<file path="src/rtl/uart_pkg.sv">
// Shared UART definitions: FSM state encoding, oversampling rate and framing constants.
// Used by the transmitter now and by the oversampling receiver later.
package uart_pkg;

    typedef enum logic [2:0] {
        ST_IDLE   = 3'd0,
        ST_START  = 3'd1,
        ST_DATA   = 3'd2,
        ST_PARITY = 3'd3,
        ST_STOP   = 3'd4
    } uart_state_e;

    localparam int TICKS_PER_BIT = 16;

    localparam int PAR_NONE = 0;
    localparam int PAR_EVEN = 1;
    localparam int PAR_ODD  = 2;

    localparam int STOP_TICKS_1   = 16;
    localparam int STOP_TICKS_1P5 = 24;
    localparam int STOP_TICKS_2   = 32;

endpackage

</file>
<file path="src/rtl/uart_tx.sv">
// UART transmitter paced by the shared 16x oversampling tick: start bit, DBIT data bits
// LSB first, optional parity bit, stop period of SB_TICK ticks, then a one-cycle done pulse.
module uart_tx
    import uart_pkg::*;
#(
    parameter int DBIT     = 8,
    parameter int SB_TICK  = STOP_TICKS_1,
    parameter int PAR_MODE = PAR_NONE
) (
    input  logic            i_clk,
    input  logic            i_reset,
    input  logic            i_tx_start,
    input  logic            i_s_tick,
    input  logic [DBIT-1:0] i_din,
    output logic            o_tx,
    output logic            o_tx_done_tick,
    output logic            o_busy
);

    localparam int              NW        = $clog2(DBIT);
    localparam logic [4:0]      BIT_LAST  = 5'(TICKS_PER_BIT - 1);
    localparam logic [4:0]      STOP_LAST = 5'(SB_TICK - 1);
    localparam logic [NW-1:0]   N_LAST    = NW'(DBIT - 1);

    uart_state_e     state_q, state_d;
    logic [4:0]      s_q, s_d;
    logic [NW-1:0]   n_q, n_d;
    logic [DBIT-1:0] b_q, b_d;
    logic            p_q, p_d;
    logic            tx_q, tx_d;

    always_ff @(posedge i_clk or posedge i_reset) begin
        if (i_reset) begin
            state_q <= ST_IDLE;
            s_q     <= '0;
            n_q     <= '0;
            b_q     <= '0;
            p_q     <= 1'b0;
            tx_q    <= 1'b1;
        end else begin
            state_q <= state_d;
            s_q     <= s_d;
            n_q     <= n_d;
            b_q     <= b_d;
            p_q     <= p_d;
            tx_q    <= tx_d;
        end
    end

    // The line level is decided from the current state and registered, so o_tx trails
    // the state by one clock and can never glitch.
    always_comb begin
        state_d        = state_q;
        s_d            = s_q;
        n_d            = n_q;
        b_d            = b_q;
        p_d            = p_q;
        tx_d           = 1'b1;
        o_tx_done_tick = 1'b0;

        case (state_q)
            ST_IDLE: begin
                tx_d = 1'b1;
                if (i_tx_start) begin
                    b_d     = i_din;
                    s_d     = '0;
                    p_d     = 1'b0;
                    state_d = ST_START;
                end
            end
            ST_START: begin
                tx_d = 1'b0;
                if (i_s_tick) begin
                    if (s_q == BIT_LAST) begin
                        s_d     = '0;
                        n_d     = '0;
                        state_d = ST_DATA;
                    end else begin
                        s_d = s_q + 5'd1;
                    end
                end
            end
            ST_DATA: begin
                tx_d = b_q[0];
                if (i_s_tick) begin
                    if (s_q == BIT_LAST) begin
                        s_d = '0;
                        p_d = p_q ^ b_q[0];
                        b_d = b_q >> 1;
                        if (n_q == N_LAST) begin
                            state_d = (PAR_MODE != PAR_NONE) ? ST_PARITY : ST_STOP;
                        end else begin
                            n_d = n_q + NW'(1);
                        end
                    end else begin
                        s_d = s_q + 5'd1;
                    end
                end
            end
            ST_PARITY: begin
                tx_d = (PAR_MODE == PAR_ODD) ? ~p_q : p_q;
                if (i_s_tick) begin
                    if (s_q == BIT_LAST) begin
                        s_d     = '0;
                        state_d = ST_STOP;
                    end else begin
                        s_d = s_q + 5'd1;
                    end
                end
            end
            ST_STOP: begin
                tx_d = 1'b1;
                if (i_s_tick) begin
                    if (s_q == STOP_LAST) begin
                        state_d        = ST_IDLE;
                        o_tx_done_tick = 1'b1;
                    end else begin
                        s_d = s_q + 5'd1;
                    end
                end
            end
            default: begin
                state_d = ST_IDLE;
            end
        endcase
    end

    assign o_tx   = tx_q;
    assign o_busy = (state_q != ST_IDLE);

endmodule

</file>
<file path="config.mk">
export PLATFORM = sky130hd
export DESIGN_NAME = uart_tx
export DESIGN_NICKNAME = d
export VERILOG_FILES = /design/src/rtl/uart_pkg.sv /design/src/rtl/uart_tx.sv
export SDC_FILE = /design/constraint.sdc
export NUM_CORES = 1
export LEC_CHECK = 0
export CELL_PAD_IN_SITES_DETAIL_PLACEMENT = 1
export CELL_PAD_IN_SITES_GLOBAL_PLACEMENT = 2
export CORE_ASPECT_RATIO = 2
export CORE_MARGIN = 5
export CORE_UTILIZATION = 39
export CTS_CLUSTER_SIZE = 30
export DETAILED_ROUTE_END_ITERATION = 10
export DONT_BUFFER_PORTS = 1
export PLACE_DENSITY_LB_ADDON = 0.1
export RECOVER_POWER = 100
export SLEW_MARGIN = 20
export SYNTH_ARGS = -nofsm -noshare
export SYNTH_HDL_FRONTEND = slang
export SYNTH_SLANG_ARGS = --single-unit
</file>
<file path="constraint.sdc">
create_clock -name i_clk -period 2.69 [get_ports i_clk]
set_clock_uncertainty 0.1 [all_clocks]
set_input_delay 0.538 -clock i_clk [delete_from_list [all_inputs] [get_ports i_clk]]
set_output_delay 0.538 -clock i_clk [all_outputs]
set_load 0.005 [all_outputs]
</file>
==> results.yml, run 1 <==
outcome:
  status: "finished clean"
power_and_ir_drop:
  switching_share_pct: 38.4
  p_clk_share_pct: 16.0
  combPwrFrac_pct: 37.9
  p_leak_nw: 0.527
  seq_power_share_pct: 46.1
  p_sw_w: 0.000495
  intPower_w: 0.000796
  total_power_w: 0.00129
  pwr_density_cell_nw_per_um2: 1030
  ir_worst_vdd_uv: 369
clock_tree:
  cts_buffers: 3
  clockBufferDepth: 2
  ctsResizeCount: 0
  cts.hold.buffers_added: 0
  clock-sinks: 21
  post_cts_buffers: 0
  clock_latency_ps: 260
  cts_tree: "yes"
  clockRootBuffer: "clkbuf_8"
  cts.clk_slew.worst_paths_ps: 80
  cts_max_level: 1
route:
  viasPerCell: 5.62
  drt-pass1-iter-count: 3
  drc: 0
  wl_per_cell_um: 16.5
  drt-total-wl_um: 2480
  antenna_left: 0
  drt_iter0_drc: 16
  dr_total_vias: 843
placed_design:
  dp_hpwl_um: 2000
  io_buffers: 0
  gp_congestion: 0.722
sta:
  final.setup.tns_ps: 0
  hold_violations: 0
  fin_crit_ps: 2330
  rsz0062_at_grt: "no"
  worst_pin_slew_ps: 797
  maxSlewViolCount: 0
  period_share_pct: 86.5
  relSlewSlack_pct: 46.8
  fmax_mhz: 430
  setup_viol: 0
global_route:
  grt_usage_pct: 12.7
  antenna_found_initial: 0
  grt_pass1_wl_um: 4360
  grt_pass1_vias: 965
  overflow: 0
  grt_max_degree: 22
cells_and_area:
  nNetsFinal: 138
  final_cell_mix: "dfrtp_1 (20), nor2_1 (15), mux2i_1 (11), inv_1 (9), a21oi_1 (9)"
  drive_gt1_share_pct: 10.0
  syn2layout_area_growth_pct: 3.31
  final_common_cell: "dfrtp_1"
  diodes: 0
setup_path:
  start_kind: "flip-flop"
  cp.required_ps: 2770
  cp.arrival_ps: 2410
  end_kind: "flip-flop"
  crit_fanout: 15
  path_class: "reg2reg"
yosys:
  synth_nets: 136
  ys_seq_area_share_pct: 43.5
  synth_edf_count: 0
  syn_area_um2: 1210
  syn_area_per_cell_um2: 10.2
  synth-seq-cells: 21
  synth_cells: 119
  ys.flop_type: "dfrtp_1"
  ys_warn_count: 0
  async_flop_share_pct: 100
  synth_cell_types: 36
floorplanning:
  dieHeight_um: 88.8
  placementRows: 28
  coreArea_um2: 2980
  start_util_pct: 40.7
  die_area_um2: 4390
  die_w_um: 49.4
  pin_count: 15
worst_hold_path:
  hp-class: "in2async"
run:
  max_cap_viol_count: 0
==> cells in the mapped netlist (all sizes together), types with 2 or more instances <==
library cell  number  area, um^2
a21oi              9        45.0
nor2b              4        25.0
a211o              2        17.5
ha                 5        62.6
nor3               3        20.0
nor3b              5        37.5
buf                4        22.5
nor2              18        80.1
mux2i             11         110
dfrtp             20         500
nand2              6        22.5
o21ai              3        15.0
mux2               2        26.3
nand2b             2        20.0
nand3              3        20.0
inv                9        33.8
==> through the flow <==
step / instances / utilization (%) / setup slack, ps / hold slack (ps) / area [um^2]
5_1_grt: 150 / 42.0 / 141 / 279 / 1250
4_1_cts: 150 / 43.0 / 308 / 250 / 1280
3_5_place_dp: 146 / 41.4 / 477 / 418 / 1230
6_report: 150 / 42.0 / 363 / 211 / 1250
2_1_floorplan: 119 / - / 709 / 395 / 1210
3_3_place_gp: 146 / 41.4 / 559 / 406 / 1230
==> final cells by class <==
type / instances / area [um^2]
Sequential cell: 21 / 527
Multi-Input combinational cell: 85 / 603
Clock buffer: 3 / 41.3
Fill cell: 346 / 1730
Timing Repair Buffer: 1 / 3.75
Tap cell: 30 / 37.5
Inverter: 9 / 33.8
Clock inverter: 1 / 5.00
==> power by group through the flow <==
| stage | sequential, W | clock (W) | combinational, W |
|---|---|---|---|
| global route | 0.000622 | 0.000229 | 0.000569 |
| global placement | 0.000601 | 0 | 0.000502 |
| floorplan | 0.000540 | 0 | 0.000472 |
| CTS | 0.000603 | 0.000216 | 0.000537 |
| detailed placement | 0.000609 | 0 | 0.000534 |
| finish | 0.000595 | 0.000207 | 0.000489 |
==> registers in the layout, summed over array words and instances (netlist names) <==
register and count:
state_q 3, s_q 5, p_q 1, n_q 3
o_tx 1, b_q 8
==> layer usage <==
metal	global-route usage, %	routed length, um	up-vias
met2	25.5	1540	9
met1	12.4	857	420
li1	-	-	412
met4	5.01	27	0
met3	2.02	53	2
met5	0	0	-
==> worst max-delay path, cell delays in order (launching register included) <==
cell and delay, ps:
dfrtp_1 390, ha_1 210, and3_1 200, ha_1 270, nand3_1 160, a211oi_2 230
clkbuf_1 460, nor2_1 90, a21oi_1 140
==> cell families (layout without fill, tap and decap cells) <==
kind of cell | count (synthesis) | count (layout) | share of synthesized area (%)
compound gates | 22 | 22 | 14.2
fa+ha+maj | 5 | 5 | 5.17
simple gates | 44 | 44 | 20.6
mux | 13 | 13 | 11.3
flops | 21 | 21 | 43.5
xor+xnor | 1 | 1 | 0.723
buf+inv | 13 | 14 | 4.65
==> path summary, 6_finish.rpt <==
check	slack, ps	end	depth (start not counted)	from
worst min-delay path	210	s_q[3]	1	i_reset
min in group i_clk	310	b_q[7]	2	i_din[7]
worst max-delay path	360	b_q[5]	8	s_q[0]
worst min register to register	430	b_q[1]	2	b_q[1]
worst max register to register	360	b_q[5]	8	s_q[0]
max in group asynchronous	1780	state_q[0]	1	i_reset
Power figures use the tool's default switching activity.
==> run 2, diff against run 1 <==
--- a/config.mk
+++ b/config.mk
@@ -10,5 +10,5 @@
 export CORE_ASPECT_RATIO = 2
 export CORE_MARGIN = 5
-export CORE_UTILIZATION = 39
+export CORE_UTILIZATION = 30
 export CTS_CLUSTER_SIZE = 30
 export DETAILED_ROUTE_END_ITERATION = 10
==> constraint.sdc (replaced) <==
create_clock -name i_clk -period 2.69 [get_ports i_clk]
set_clock_uncertainty 0.1 [all_clocks]
set_input_delay 0.269 -clock i_clk [delete_from_list [all_inputs] [get_ports i_clk]]
set_output_delay 0.269 -clock i_clk [all_outputs]
set_load 0.005 [all_outputs]
==> results.yml, run 2 (same netlist as run 1, synthesis figures left out) <==
outcome:
  status: "finished with violations"
  violations: "negative hold slack"
sta:
  maxSlewViolCount: 0
  whs_ps: -39.6
  final.setup.tns_ps: 0
  hold_violations: 20
  rsz0062_at_grt: "no"
  fin_crit_ps: 2250
  relSlewSlack_pct: 43.6
  fmax_mhz: 444
  worst_pin_slew_ps: 846
  period_share_pct: 83.7
  setup_viol: 0
cells_and_area:
  final_cell_mix: "dfrtp_1 (20), nor2_1 (15), mux2i_1 (11), inv_1 (9), a21oi_1 (9)"
  reg.largest.list: "b_q x8, s_q x5"
  syn2layout_area_growth_pct: 5.89
  nNetsFinal: 139
  num-fill-cells: 459
  diodes: 0
  finish.instance_area_um2: 1280
  largest_register_ffs: 8
  top_register: "b_q"
  final_common_cell: "dfrtp_1"
  drive_gt1_share_pct: 9.09
clock_tree:
  post_cts_buffers: 0
  clock-sinks: 21
  cts_max_level: 1
  cts_tree: "yes"
  clock_latency_ps: 260
  ctsResizeCount: 0
  cts_buffers: 3
  clockBufferDepth: 2
  clockRootBuffer: "clkbuf_8"
  cts.clk_slew.worst_paths_ps: 80
  cts.hold.buffers_added: 0
setup_path:
  ff2ff_setup_slack_ps: 440
  crit_fanout: 6
  cp.arrival_ps: 2300
  cp.required_ps: 2740
  start_kind: "flip-flop"
  path_class: "reg2reg"
  end_kind: "flip-flop"
floorplanning:
  pin_count: 15
  placementRows: 32
  dieHeight_um: 99.9
  start_util_pct: 31.2
  die_area_um2: 5490
  coreArea_um2: 3880
  die_w_um: 54.9
placed_design:
  dp_hpwl_um: 2190
  io_buffers: 0
  gp_congestion: 0.721
  postPlaceCellArea_um2: 1270
power_and_ir_drop:
  p_leak_nw: 0.534
  ir_worst_vdd_uv: 463
  pwr_density_cell_nw_per_um2: 1010
route:
  drt-pass1-iter-count: 5
  viasPerCell: 4.91
  drt-total-wl_um: 2740
  wl_per_cell_um: 15.9
  dr_total_vias: 845
  antenna_left: 0
  drt_iter0_drc: 2
  drc: 0
worst_hold_path:
  hp-class: "in2async"
global_route:
  antenna_found_initial: 0
  grt_pass1_vias: 987
  grt_max_degree: 22
  grt_pass1_wl_um: 4720
  grt_usage_pct: 11.9
  overflow: 0
run:
  max_cap_viol_count: 0
## run 2: cell count changes in the layout (fill, tap and decap cells not counted)
cell | before | now
mux2_1 | 1 | 2
a211oi_2 | 1 | 0
a211oi_1 | 0 | 1
clkinv_2 | 1 | 0
buf_4 | 0 | 2
mux2_2 | 1 | 0
## run 2: metrics by stage
| step | utilization [%] | hold slack, ps | total power [W] | std cells | setup slack (ps) |
|---|---|---|---|---|---|
| 4_1_cts | 33.8 | 3.55 | 0.00136 | 172 | 502 |
| 2_1_floorplan | - | 145 | 0.00101 | 119 | 709 |
| 6_report | 33.0 | -39.6 | 0.00130 | 172 | 438 |
| 3_3_place_gp | 32.6 | 278 | 0.00112 | 168 | 559 |
| 5_1_grt | 33.0 | 37.1 | 0.00142 | 172 | 262 |
| 3_5_place_dp | 32.6 | 285 | 0.00114 | 168 | 533 |
## run 2: where the power goes
part	internal [W]	switching (W)	leakage, nW
combinational	0.000231	0.000259	0.266
clock	0.000106	0.000108	0.0228
sequential	0.000461	0.000133	0.246
total	0.000797	0.000499	0.534
## run 2: cell type report
type | instances | area (um^2) | area share (%)
inverters | 9 | 33.8 | 2.63
multi-input cells | 85 | 598 | 46.6
repair buffers | 2 | 15.0 | 1.17
flip-flops and latches | 21 | 527 | 41.1
clock buffers | 4 | 45.0 | 3.51
well taps | 51 | 63.8 | 4.98
## run 2: path summary, 6_finish.rpt
kind	from	end	cells after the start
min in group i_clk	i_din[7]	b_q[7]	2
worst min register to register	b_q[1]	b_q[1]	2
worst min-delay path	i_reset	s_q[3]	1
worst max register to register	s_q[0]	n_q[0]	6
max in group asynchronous	i_reset	b_q[6]	1
worst max-delay path	s_q[0]	n_q[0]	6
## run 2: worst max-delay path, stage by stage, from the launching register on
cell,delay [ps]
dfrtp_1,390
ha_1,190
and3_1,180
ha_1,260
nand2_1,170
nor3_1,460
mux2_1,380
## run 2: routing by layer
| metal | global-route usage (%) | vias to the layer above | part of all wire [%] |
|---|---|---|---|
| met4 | 4.49 | 0 | 1.6 |
| met2 | 23.1 | 10 | 62 |
| met3 | 1.63 | 4 | 2.3 |
| li1 | - | 414 | - |
| met5 | 0 | - | 0 |
| met1 | 11.6 | 417 | 34 |
==> run 3, diff against run 2 <==
- clock period: 2.69 -> 2.3 ns (I/O delays scaled with it)
==> results.yml, run 3 (same netlist as run 1, synthesis figures left out) <==
cells_and_area:
  seq_area_um2: 527
  num-fill-cells: 463
  reg.largest.list: "b_q x8, s_q x5"
  fin_util_pct: 34.4
  largest_register_ffs: 8
  stdcell_count: 177
  final_cell_mix: "dfrtp_1 (20), nor2_1 (15), mux2i_1 (11), inv_1 (9), a21oi_1 (9)"
  top_register: "b_q"
  final_common_cell: "dfrtp_1"
  syn2layout_area_growth_pct: 10.3
  nNetsFinal: 144
  drive_gt1_share_pct: 14.3
  diodes: 0
  multi_input_area_um2: 618
setup_path:
  cpLargestDelayFamily: "adder cells"
  crit_fanout: 6
  critPathBufInv: 0
  cpMaxStageDelayCell: "a311oi_4"
  path_class: "reg2reg"
  end_kind: "flip-flop"
  crit_chain: "ha_1, and3_1, ha_1, nor2b_1, a311oi_4, mux2_4"
  cp.arrival_ps: 2220
  start_kind: "flip-flop"
  cpMostUsedCell: "ha_1"
  cp.required_ps: 2350
  critPathMaxStageDelay_ps: 450
clock_tree:
  cts.clk_slew.worst_paths_ps: 80
  clockBufferDepth: 2
  post_cts_buffers: 0
  clockRootBuffer: "clkbuf_8"
  cts_tree: "yes"
  clock_latency_ps: 260
  cts_buffers: 3
  cts_max_level: 1
  clock-sinks: 21
route:
  dr_total_vias: 864
  drt-total-wl_um: 2820
  drt-pass1-iter-count: 4
  viasPerCell: 4.88
  drc: 0
  wl_per_cell_um: 15.9
  antenna_left: 0
  drt_iter0_drc: 6
power_and_ir_drop:
  p_leak_nw: 0.557
  seq_power_share_pct: 44.1
  switching_share_pct: 38.8
  combPwrFrac_pct: 40.1
  p_clk_share_pct: 15.8
  p_sw_w: 0.000606
  pwr_density_cell_nw_per_um2: 1170
  ir_worst_vdd_uv: 496
  intPower_w: 0.000957
placed_design:
  dp_slack_ps: 132
  gp_congestion: 0.708
  place_inst: 171
  dp_hpwl_um: 2250
  io_buffers: 0
floorplanning:
  start_util_pct: 31.2
  placementRows: 32
  coreArea_um2: 3880
  dieHeight_um: 99.9
  die_w_um: 54.9
  pin_count: 15
  die_area_um2: 5490
run:
  max_cap_viol_count: 0
sta:
  fin_ws_ps: 127
  maxSlewViolCount: 0
  worst_pin_slew_ps: 843
  period_share_pct: 94.5
  whs_ps: 75.4
  hold_violations: 0
  fin_crit_ps: 2170
  rsz0062_at_grt: "no"
  fmax_mhz: 460
  setup_viol: 0
  final.setup.tns_ps: 0
  relSlewSlack_pct: 43.7
global_route:
  grt_max_degree: 22
  antenna_found_initial: 0
  overflow: 0
  grt_pass1_wl_um: 4810
  grt_usage_pct: 12.1
  grt_pass1_vias: 992
outcome:
  status: "finished clean"
worst_hold_path:
  hp-class: "in2reg"
[run 3: final timing paths]
check	depth (start not counted)	slack (ps)	to	from
setup / recovery	6	130	s_q[1]	s_q[0]
hold / removal	2	80	b_q[3]	i_din[3]
setup reg to reg	6	130	s_q[1]	s_q[0]
hold reg to reg	2	430	b_q[1]	b_q[1]
max in group asynchronous	2	1090	n_q[0]	i_reset
min in group asynchronous	2	490	b_q[7]	i_reset
[run 3: worst register-to-register path: stages (launching register included)]
cell and delay, ps:
dfrtp_1 390, ha_1 200, and3_1 190, ha_1 270
nor2b_1 130, a311oi_4 450, mux2_4 340
[run 3: through the flow]
stage                     total power [W]  area (um^2)
after floorplan                   0.00118         1210
after global placement            0.00134         1290
after detailed placement          0.00136         1290
after CTS                         0.00163         1360
after global routing              0.00172         1340
final                             0.00156         1340
[run 3: metal layers]
layer  global-route usage [%]  vias to the layer above  share of wire (%)
met3                     1.63                        2                2.3
met2                     23.2                        8                 61
li1                         -                      427                  -
met5                        0                        -                  0
met4                     3.93                        0               0.96
met1                     12.4                      427                 36
[run 3: power by group through the flow]
| stage | combinational (W) | sequential [W] | clock, W |
|---|---|---|---|
| detailed placement | 0.000659 | 0.000701 | 0 |
| global route | 0.000726 | 0.000716 | 0.000279 |
| floorplan | 0.000552 | 0.000632 | 0 |
| CTS | 0.000666 | 0.000694 | 0.000265 |
| finish | 0.000627 | 0.000688 | 0.000247 |
| global placement | 0.000644 | 0.000693 | 0 |
[run 3: area by class of cell]
class / instances / area share, %
inverters: 9 / 2.53
clock buffers: 3 / 3.09
well taps: 51 / 4.78
clock inverters: 1 / 0.375
multi-input cells: 85 / 46.3
flip-flops and latches: 21 / 39.4
repair buffers: 7 / 3.56
[run 3: what timing repair did]
item	CTS	global route
hold endpoints to repair	21	0
hold buffers	2	0
resized for setup	0	0
